**config.mk**
```make
export PLATFORM = sky130hd
export DESIGN_NAME = controle_rega
export DESIGN_NICKNAME = d
export VERILOG_FILES = /design/src/rtl/controle_rega.sv
export SDC_FILE = /design/constraint.sdc
export NUM_CORES = 1
export LEC_CHECK = 0
export ABC_AREA = 1
export ABC_CLOCK_PERIOD_IN_PS = 2350
export BUFFER_PORTS_ARGS = -buffer_cell sky130_fd_sc_hd__buf_4
export CAP_MARGIN = 20
export CORE_ASPECT_RATIO = 0.5
export CORE_UTILIZATION = 47
export CTS_CLUSTER_DIAMETER = 60
export DETAILED_ROUTE_END_ITERATION = 16
export PLACE_DENSITY = 0.65
export SLEW_MARGIN = 0
export SYNTH_ARGS = -nofsm -noshare
export SYNTH_HDL_FRONTEND = slang
export SYNTH_SLANG_ARGS = --single-unit
```
**constraint.sdc**
```tcl
create_clock -name clk -period 2.35 [get_ports clk]
set_input_delay 0.1175 -clock clk [delete_from_list [all_inputs] [get_ports clk]]
set_output_delay 0.1175 -clock clk [all_outputs]
set_load 0.02 [all_outputs]
```
**src/rtl/controle_rega.sv**
```systemverilog
// controle_rega: irrigation sequencing controller (sensor sync, level decode, valve FSM).
// Optional input debounce filter on h/m/l/seco is built in when DEBOUNCE_EN is defined.
module controle_rega #(
    parameter int MIN_ON  = 16,
    parameter int FILL_TO = 1024,
    parameter int CNT_W   = 16
`ifdef DEBOUNCE_EN
    ,
    parameter int DB_LEN  = 4
`endif
) (
    input  logic       clk,
    input  logic       rst,
    input  logic       h,
    input  logic       m,
    input  logic       l,
    input  logic       seco,
    input  logic       clr,
    output logic       va,
    output logic       vs,
    output logic       bs,
    output logic       alarme,
    output logic [2:0] disp_code
);

    typedef enum logic [2:0] {
        OCIOSO   = 3'd0,
        ENCHER   = 3'd1,
        ASPERSAO = 3'd2,
        GOTEJO   = 3'd3,
        ERRO     = 3'd4
    } state_t;

    typedef enum logic [2:0] {
        VAZIO, BAIXO, MEDIO, CHEIO, INVALIDO
    } level_t;

    localparam logic [CNT_W-1:0] MIN_ON_C  = CNT_W'(MIN_ON);
    localparam logic [CNT_W-1:0] FILL_LAST = CNT_W'(FILL_TO - 1);

    // Two-flop synchronizer, packed as {h, m, l, seco, clr}.
    logic [4:0] sync_p0, sync_p1;

    always_ff @(posedge clk or posedge rst) begin
        if (rst) begin
            sync_p0 <= '0;
            sync_p1 <= '0;
        end else begin
            sync_p0 <= {h, m, l, seco, clr};
            sync_p1 <= sync_p0;
        end
    end

    logic [3:0] sens;   // {h, m, l, seco} as seen by the decision logic
    logic       clr_s;

    assign clr_s = sync_p1[0];

`ifdef DEBOUNCE_EN
    localparam int DBC_W = (DB_LEN > 1) ? $clog2(DB_LEN) : 1;

    logic [DBC_W-1:0] db_cnt [4];
    logic [3:0]       filt;

    // A sensor bit is accepted only after it has differed from the filtered value for DB_LEN cycles.
    always_ff @(posedge clk or posedge rst) begin
        if (rst) begin
            filt <= '0;
            for (int i = 0; i < 4; i++) db_cnt[i] <= '0;
        end else begin
            for (int i = 0; i < 4; i++) begin
                if (sync_p1[i+1] == filt[i]) begin
                    db_cnt[i] <= '0;
                end else if (db_cnt[i] == DBC_W'(DB_LEN - 1)) begin
                    filt[i]   <= sync_p1[i+1];
                    db_cnt[i] <= '0;
                end else begin
                    db_cnt[i] <= db_cnt[i] + 1'b1;
                end
            end
        end
    end

    assign sens = filt;
`else
    assign sens = sync_p1[4:1];
`endif

    level_t level;
    logic   seco_s;

    assign seco_s = sens[0];

    always_comb begin
        case (sens[3:1])
            3'b000:  level = VAZIO;
            3'b001:  level = BAIXO;
            3'b011:  level = MEDIO;
            3'b111:  level = CHEIO;
            default: level = INVALIDO;
        endcase
    end

    state_t           state, state_nxt;
    logic [CNT_W-1:0] cnt, cnt_nxt;

    always_comb begin
        state_nxt = state;
        cnt_nxt   = '0;
        // ERRO ignores the vazio rule: only an acknowledged, valid level releases it.
        if (state == ERRO) begin
            if (clr_s && level != INVALIDO) state_nxt = OCIOSO;
        end else if (level == INVALIDO) begin
            state_nxt = ERRO;
        end else begin
            case (state)
                OCIOSO: begin
                    if (level == VAZIO)                                 state_nxt = ENCHER;
                    else if (seco_s && (level == MEDIO || level == CHEIO)) state_nxt = ASPERSAO;
                    else if (seco_s && level == BAIXO)                  state_nxt = GOTEJO;
                end
                ENCHER: begin
                    if (level == CHEIO)          state_nxt = OCIOSO;
                    else if (cnt == FILL_LAST)   state_nxt = ERRO;
                end
                ASPERSAO: begin
                    if (level == VAZIO)                    state_nxt = ENCHER;
                    else if (level == BAIXO)               state_nxt = GOTEJO;
                    else if (!seco_s && cnt >= MIN_ON_C)   state_nxt = OCIOSO;
                end
                GOTEJO: begin
                    if (level == VAZIO)                    state_nxt = ENCHER;
                    else if (!seco_s && cnt >= MIN_ON_C)   state_nxt = OCIOSO;
                end
                default: state_nxt = OCIOSO;
            endcase
        end

        if (state_nxt == state) begin
            case (state)
                ENCHER:          cnt_nxt = cnt + 1'b1;
                ASPERSAO, GOTEJO: cnt_nxt = (cnt < MIN_ON_C) ? cnt + 1'b1 : cnt;
                default:         cnt_nxt = '0;
            endcase
        end
    end

    // Outputs are registered from the next state so they change on the same edge as the state.
    always_ff @(posedge clk or posedge rst) begin
        if (rst) begin
            state     <= OCIOSO;
            cnt       <= '0;
            va        <= 1'b0;
            vs        <= 1'b0;
            bs        <= 1'b0;
            alarme    <= 1'b0;
            disp_code <= 3'd0;
        end else begin
            state     <= state_nxt;
            cnt       <= cnt_nxt;
            va        <= (state_nxt == ENCHER);
            vs        <= (state_nxt == ASPERSAO);
            bs        <= (state_nxt == GOTEJO);
            alarme    <= (state_nxt == ERRO);
            disp_code <= state_nxt;
        end
    end

endmodule

```
**Word level (Yosys, flattened, before mapping)**

Cells that the tools add are included.

- Bits in registers: 33
- Bits in latches: 0
- Bits in writable memories: 0
- ROM bits: 0
- Bits of input ports: 7
- Logic and storage cells: 57
- Memories kept: 0

- Add/subtract/negate cells: 1
- Multipliers: 0
- Divide/modulo/power cells: 0
- $lt $le $gt $ge: 2
- Equality and inequality tests: 19
- Shift-type cells: 0
- Multiplexer cells: 17
- Bitwise operators: 0
- Reduce and logical (&&, ||, !) cells: 10

Operators by type and width:

| operator | count |
|---|---|
| 3-bit two-way mux | 12 |
| 16-bit two-way mux | 2 |
| 16-bit case mux with 2 select lines | 1 |
| 3-bit case mux with 4 select lines | 2 |
| 3-bit by 2-bit == test with 1-bit output (second input constant) | 7 |
| 16-bit by 1-bit adder with 16-bit output (second input constant) | 1 |
| 16-bit by 10-bit == test with 1-bit output (second input constant) | 1 |
| 16-bit by 5-bit >= comparator with 1-bit output (second input constant) | 1 |
| 16-bit by 5-bit less-than comparator with 1-bit output (second input constant) | 1 |
| 3-bit by 1-bit == test with 1-bit output (second input constant) | 4 |
| 3-bit == test (second input constant) | 4 |
| 3-bit logical NOT | 3 |
| 3-bit != test (second input constant) | 2 |
| 1-bit logical AND | 4 |
| 3-bit == test | 1 |
| 2-bit OR reduction | 1 |
| 1-bit logical NOT | 1 |
| 1-bit logical OR | 1 |

**Logic depth before layout (Yosys ltp)**

Gate-level depths: netlist of the first run.

- Depth in word-level cells: 12
- Gate-level depth with buffers: 15
- Mapped depth without buffers: 14

**Worst setup path after synthesis of the first run**

Ideal clock, no wire load.

- Kind: register to register
- From: register cnt[0]
- To: register cnt[13]
- Setup time: 0.128 ns
- Data arrival time: 1.556 ns
- Required time: 2.222 ns
- Path slack: 0.666 ns
- Stages on the path, launching flop included: 12
- Path buffers: 1
- Period minus slack after synthesis: 1.684 ns
- Cell sequence: dfrtp_1 -> ha_1 -> nand2_1 -> nor2_4 -> nand3_1 -> a21oi_1 -> nand3_1 -> nand2_2 -> a21oi_2 -> nand2_4 -> buf_12 -> nor2_4

- Word-level cells in the longest chain between the ends: 10

Ends and longest elaborated chain:

| what | line | source |
|---|---|---|
| start, declared | 105 | `logic [CNT_W-1:0] cnt, cnt_nxt;` |
| start signal, assigned | 160 | `cnt <= cnt_nxt;` |
| 16-bit by 5-bit >= comparator with 1-bit output | 129, 133 |  |
| 1-bit logical AND | 129, 133 |  |
| 3-bit two-way mux | 129, 133 |  |
| 3-bit two-way mux | 128 | `else if (level == BAIXO) state_nxt = GOTEJO;` |
| 3-bit two-way mux | 127 | `if (level == VAZIO) state_nxt = ENCHER;` |
| 3-bit case mux with 4 select lines | 116 | `case (state)` |
| 3-bit two-way mux | 113 | `end else if (level == INVALIDO) begin` |
| 3-bit two-way mux | 111 | `if (state == ERRO) begin` |
| 3-bit == test | 139 | `if (state_nxt == state) begin` |
| 3-bit != test (no source line) / 16-bit two-way mux (equally long branches) | - |  |

Parallel ways exist; a longest one is shown, timed or not. The select of a mux whose other input is x is not followed.
A chain may end at the register's enable or synchronous reset.

**Final worst setup path of the first run**

- From: register cnt[1]
- To: register cnt[6]

The elaborated chain is that of the path after synthesis.

==> metrics.csv, run 1 <==
metric;value;unit
status;complete, no violations;
Longest Clk Path Bufs;2;
register area;826;um2
Yosys Warn Count;0;
Setup Skew;0.0103;ns
dpl hpwl;2.53;mm
Die W;91.2;um
Core ar.;0.00362;mm2
max_cap viols;0;
first-iteration detailed-routing DRC count;47;
worst hold path depth;0;
synthesized area per cell;8.63;um2
number of antenna diodes;0;
clk slew on worst S/H paths;0.07;ns
Mapped Area;0.00187;mm2
setup TNS;0;ns
antenna-violating nets left;0;
Std-Cell Rows;15;
die area;0.00425;mm2
Synth cell types;31;
RSZ-0062 raised after global routing;no;
max_slew headroom;0.716;
synthesized instance count;217;
Seq cells post-synth;33;
commonest non-fill, non-tap cell in the layout;dfrtp_1;
Num CTS Buffers;5;
DR vias;1428;
Multi-input gate area;902;um2
DR pass1 iterations;4;
CP required;2.50;ns
final hold slack;0.348;ns
crit path time final;1.92;ns
hold crit path type;register to register;
Finished Core Util;0.604;
area grow syn2layout;16.8;%
DRC viols;0;
Final period util;0.818;
commonest non-fill, non-tap cells in the layout;33 x dfrtp_1, 32 x nand2_1, 22 x inv_1, 22 x nor2_1;
Layout fillers;316;
# port buffers;13;
Total Wirelength;3.53;mm
layout cells sized above 1;0.295;
Seq/Total Area, Yosys;0.441;
Final Max Tran Viols;0;
reg2reg path depth;10;
first-pass GRT wire length;5.94;mm
die extent in y;46.6;um
gr usage total;0.190;
CP Class;register to register;
Crit path arrival time;2.08;ns
largest net degree at the start of global routing;34;
Power Density;540;mW/mm2
initial antenna violation count;0;
Worst path slowest cell;dfrtp_1;
Post-Syn Nets;226;
critical path launch point type;register;
clock root buffer;clkbuf_8;
Worst Tran Pin Value;0.427;ns
CTS tree;built;
Worst IR Drop VDD;0.230;mV
drt wl/cell;12.0;um
worst-path cell chain;ha_1, nand2_1, nor2_4, nand3_1, a21oi_1, nand3_1, nand2_2, a21oi_2, nand2_4, nor2_1;
CTS H-Tree Depth;2;
Finish-stage setup viols;0;
Worst setup EP type;register;
Lkg Pwr;0.959;nW
critical path's most frequent cell;nand3_1;
CP peak stage delay;0.38;ns
Peak Freq;520;MHz
Clk Latency, worst-skew pair;0.28;ns
I/O pin count;14;
remaining global-route overflow;0;
TritonCTS Sinks;33;
Initial Util;0.517;
Net count, final;252;
Fin. Hold Viols;0;
Worst Path Max Fanout;16;
vias in the first global route;1261;
DR vias/cell;4.84;
Routability Congestion;0.856;
stage by stage:
step / worst slack (ns) / instance area [um2] / std cells / total power, mW
3_5_place_dp: 0.434 / 2030 / 281 / 0.723
4_1_cts: 0.414 / 2190 / 295 / 1.19
5_1_grt: 0.239 / 2190 / 295 / 1.24
3_3_place_gp: 0.491 / 2030 / 281 / 0.721
2_1_floorplan: 0.666 / 1870 / 217 / 0.702
6_report: 0.427 / 2190 / 295 / 1.18
cell type report:
type,instances,area share
well taps,51,0.0292
flip-flops and latches,33,0.378
multi-input cells,151,0.412
clock inverters,1,0.00229
repair buffers,22,0.0824
inverters,30,0.0521
clock buffers,7,0.0441
path summary, 6_finish.rpt:
| path | start | slack (ns) | endpoint |
|---|---|---|---|
| max | cnt[1] | 0.43 | cnt[6] |
| min | sync_p0[0] | 0.35 | sync_p1[0] |
| max reg2reg | cnt[1] | 0.43 | cnt[6] |
| min reg2reg | sync_p0[0] | 0.35 | sync_p1[0] |
| max in group asynchronous | rst | 1.55 | sync_p1[4] |
| min in group asynchronous | rst | 0.49 | cnt[14] |
report_power, final:
group,total [mW],internal (mW),leakage [nW],switching (mW)
logic,0.126,0.0383,0.474,0.0872
clock network,0.463,0.265,0.0542,0.198
registers,0.593,0.582,0.431,0.0114
total,1.18,0.885,0.959,0.297
cell usage after synthesis, drive strengths merged:
cell / number / area [um2]
a211oi: 1 / 7.51
a21o: 2 / 15.0
a21oi: 13 / 76.3
a31oi: 3 / 18.8
buf: 3 / 30.0
clkinv: 1 / 5.00
dfrtp: 33 / 826
ha: 2 / 25.0
inv: 29 / 109
nand2: 42 / 188
nand3: 18 / 108
nand4: 5 / 31.3
nor2: 43 / 294
nor3: 6 / 46.3
nor4: 3 / 18.8
o21ai: 8 / 40.0
o22ai: 1 / 6.26
or2: 3 / 18.8
xor2: 1 / 8.76
sequential cells by signal (all words and copies together), names as in the netlist:
register,flops
va,1
sync_p0,5
state,3
cnt,16
vs,1
sync_p1,5
alarme,1
bs,1
what timing repair did:
action | in CTS | in global routing
setup buffers | 0 | 0
gates resized for setup | 0 | 0
hold buffers | 6 | 0
endpoints found under the hold margin | 38 | 0
layer usage:
metal  share of wire  vias up  GRT usage
met5               0        -          0
met4          0.0082        0     0.0762
met3           0.037        2     0.0545
met2            0.40       26      0.279
met1            0.55      639      0.266
li1                -      761          -
critical path: cells and delay by family (launching register included):
family | cells | cell delay (ns)
AND/OR/NAND/NOR | 7 | 1.02
flip-flops | 1 | 0.38
adder cells (fa/ha/maj) | 1 | 0.18
AO/OA/AOI/OAI | 2 | 0.21
kinds of logic after synthesis:
logic type,synth area share
simple gates,0.376
buf+inv,0.0769
fa+ha+maj,0.0134
compound gates,0.0876
xor+xnor,0.00468
flops,0.441
Power figures use the tool's default switching activity.
==> inputs of run 2 (changes only) <==
Settings changed: ABC_AREA 1 to 0, ABC_CLOCK_PERIOD_IN_PS 2350 to 1700, PLACE_DENSITY 0.65 to 0.67.
Clock period 2.35 ns to 1.7 ns, I/O delays scaled along.
==> metrics.csv, run 2 <==
metric;value;unit;change
first-pass GRT wire length;7.96;mm;+34%
DR pass1 iterations;5;;+1
CTS H-Tree Depth;2;;unchanged
DRC viols;0;;unchanged
CP required;1.92;ns;-0.58 ns
Worst IR Drop VDD;0.303;mV;+32%
drt wl/cell;18.3;um;+53%
critical path launch point type;register;;
DR vias/cell;6.07;;+25%
I/O pin count;14;;unchanged
layout cells sized above 1;0.518;;+0.223
failing checks;negative setup slack;;
Net count, final;257;;+2.0%
initial antenna violation count;0;;unchanged
number of antenna diodes;0;;unchanged
Worst Path Max Fanout;13;;-3
die area;0.00417;mm2;-2.1%
Lkg Pwr;1.12;nW;+17%
Num CTS Buffers;5;;unchanged
CP Class;register to register;;
hold crit path type;register to register;;
fin worst setup slack;-0.222;ns;-0.649 ns
Mapped Area;0.00183;mm2;-2.1%
largest area contributor in the netlist;dfrtp_1;;
reg2reg setup slack;-0.22;ns;-0.65 ns
Clk Latency, worst-skew pair;0.30;ns;+0.02 ns
TritonCTS Sinks;33;;unchanged
Synth Flop Type;dfrtp_1;;
Post-Syn Nets;187;;-17%
Initial Util;0.511;;-0.00576
Post-Layout Cell Count;300;;+1.7%
share of the synthesized area in the top cell type;0.451;;+0.00964
Crit path arrival time;2.14;ns;+0.06 ns
Power Density;684;mW/mm2;+27%
clk slew on worst S/H paths;0.07;ns;about the same
Std-Cell Rows;15;;unchanged
Yosys Warn Count;0;;unchanged
top cells by count, synth;33 x dfrtp_1, 17 x nor3_1, 13 x nand2_1;;
max_cap viols;0;;unchanged
vias in the first global route;1642;;+30%
Peak Freq;520;MHz;about the same
die extent in y;46.1;um;-1.0%
Fin. Hold Viols;0;;unchanged
Flop pwr share;0.431;;-0.071
synthesized area per cell;10.3;um2;+19%
CTS tree;built;;
Synth cell types;51;;+65%
Largest regs;cnt x16, sync_p0 x5, sync_p1 x5;;
synthesized instance count;178;;-18%
antenna-violating nets left;0;;unchanged
top post-synthesis cells by area;dfrtp_1 45%, nor3_1 4.6%, xnor2_1 3.3%, nand2_1 2.7%, nor3_2 2.2%;;
combinational power share;0.159;;+0.053
crit path time final;1.92;ns;-0.00149 ns
Seq cells post-synth;33;;unchanged
Finished Core Util;0.775;;+0.171
area grow syn2layout;51.7;%;
largest net degree at the start of global routing;20;;-41%
commonest non-fill, non-tap cells in the layout;56 x buf_4, 32 x dfrtp_1, 15 x nor3_2;;
Clock power frac;0.410;;+0.018
Worst setup EP type;register;;
Post-synth EDFFs;0;;unchanged
Sw Share;0.259;;+0.00748
placed cells;277;;-1.4%
clock root buffer;clkbuf_8;;
Longest Clk Path Bufs;2;;unchanged
Routability Congestion;0.940;;+9.8%
dpl hpwl;3.20;mm;+27%
Final Max Tran Viols;0;;unchanged
top-count cell post-synth;dfrtp_1;;
Layout fillers;203;;-36%
remaining global-route overflow;0;;unchanged
Worst Tran Pin Value;0.640;ns;+0.214 ns
Internal Power;1.41;mW;+59%
Seq/Total Area, Yosys;0.451;;+0.00964
Die W;90.3;um;-1.1%
Final period util;1.13;;+0.312
max_slew headroom;0.572;;-0.143
Synth async-reset ratio;1.00;;unchanged
RSZ-0062 raised after global routing;yes;;
first-iteration detailed-routing DRC count;121;;+160%
switching power total;0.492;mW;+66%
Setup Skew;0.00626;ns;-0.00405 ns
max reg flops;16;;unchanged
status;finished with violations;;
commonest non-fill, non-tap cell in the layout;buf_4;;
DR vias;1821;;+28%
Biggest register;cnt;;
# port buffers;13;;unchanged
gr usage total;0.256;;+0.0665
Finish-stage setup viols;20;;+20
Total Wirelength;5.49;mm;+56%
Core ar.;0.00358;mm2;-1.0%
run 2: cell count changes after synthesis, sizes merged, moves of 5 or more:
| cell | before | now |
|---|---|---|
| nor3 | 6 | 21 |
| nand2 | 42 | 13 |
| inv | 29 | 8 |
| a211oi | 1 | 6 |
| nor2 | 43 | 12 |
| xnor2 | 0 | 7 |
| a21oi | 13 | 7 |
| nand3 | 18 | 3 |
run 2: path summary, 6_finish.rpt:
check                            from          to  cells after the start
setup reg to reg               cnt[8]      cnt[8]                      7
hold reg to reg            sync_p0[2]  sync_p1[2]                      0
min in group asynchronous         rst  sync_p1[0]                      3
hold / removal             sync_p0[2]  sync_p1[2]                      0
setup / recovery               cnt[8]      cnt[8]                      7
max in group asynchronous         rst      cnt[1]                      4
run 2: cell families after synthesis:
group	count (synthesis)	share of synthesized area
XOR/XNOR	8	0.0383
flip-flops	33	0.451
AO/OA/AOI/OAI	41	0.183
multiplexers	1	0.00615
buffers and inverters	15	0.0430
adder cells (fa/ha/maj)	2	0.0137
AND/OR/NAND/NOR	78	0.265
run 2: layout make-up:
class / count / area [um2] / share of cell area
Multi-Input combinational cell: 130 / 1150 / 0.415
Clock inverter: 1 / 30.0 / 0.0108
Clock buffer: 7 / 86.3 / 0.0311
Tap cell: 51 / 63.8 / 0.0230
Timing Repair Buffer: 70 / 588 / 0.212
Sequential cell: 33 / 827 / 0.298
Inverter: 8 / 30.0 / 0.0108
run 2: timing repair:
action / in CTS / in global routing
buffers inserted: 5 / 3
hold endpoints to repair: 19 / 0
setup endpoints to repair: 20 / 21
resized for setup: 32 / 22
hold buffers: 6 / 0
pin swaps: 21 / 10
gates cloned: 1 / 0
run 2: stage by stage:
stage	hold slack, ns	cell area, um2	total power, mW	TNS (ns)	setup WS [ns]
after floorplan	0.116	1840	0.981	-1.91	-0.139
after global placement	0.172	2270	1.08	-1.77	-0.136
after detailed placement	0.182	2270	1.08	-2.96	-0.220
after CTS	0.353	2640	1.89	-1.96	-0.152
after global routing	0.360	2780	1.97	-4.92	-0.289
final	0.355	2780	1.90	-3.72	-0.222
run 2: power groups by stage:
stage / clock (mW) / sequential [mW] / combinational, mW
floorplan: 0 / 0.850 / 0.131
global placement: 0 / 0.833 / 0.242
detailed placement: 0 / 0.834 / 0.244
CTS: 0.787 / 0.819 / 0.279
global route: 0.827 / 0.822 / 0.318
finish: 0.779 / 0.819 / 0.302
run 2: critical path, stage by stage, from the launching register on:
cell and delay, ns:
dfrtp_1 0.42, nor4_4 0.41, nand4_4 0.19, buf_4 0.18, a21oi_2 0.12, o211ai_2 0.13, buf_6 0.19, nor3_2 0.19
run 2: layer usage:
metal	global-route usage	routed length, um	vias to the layer above
met2	0.423	2500	99
met1	0.330	2420	894
met3	0.0792	392	22
li1	-	-	806
met5	0	0	-
met4	0.0871	182	0
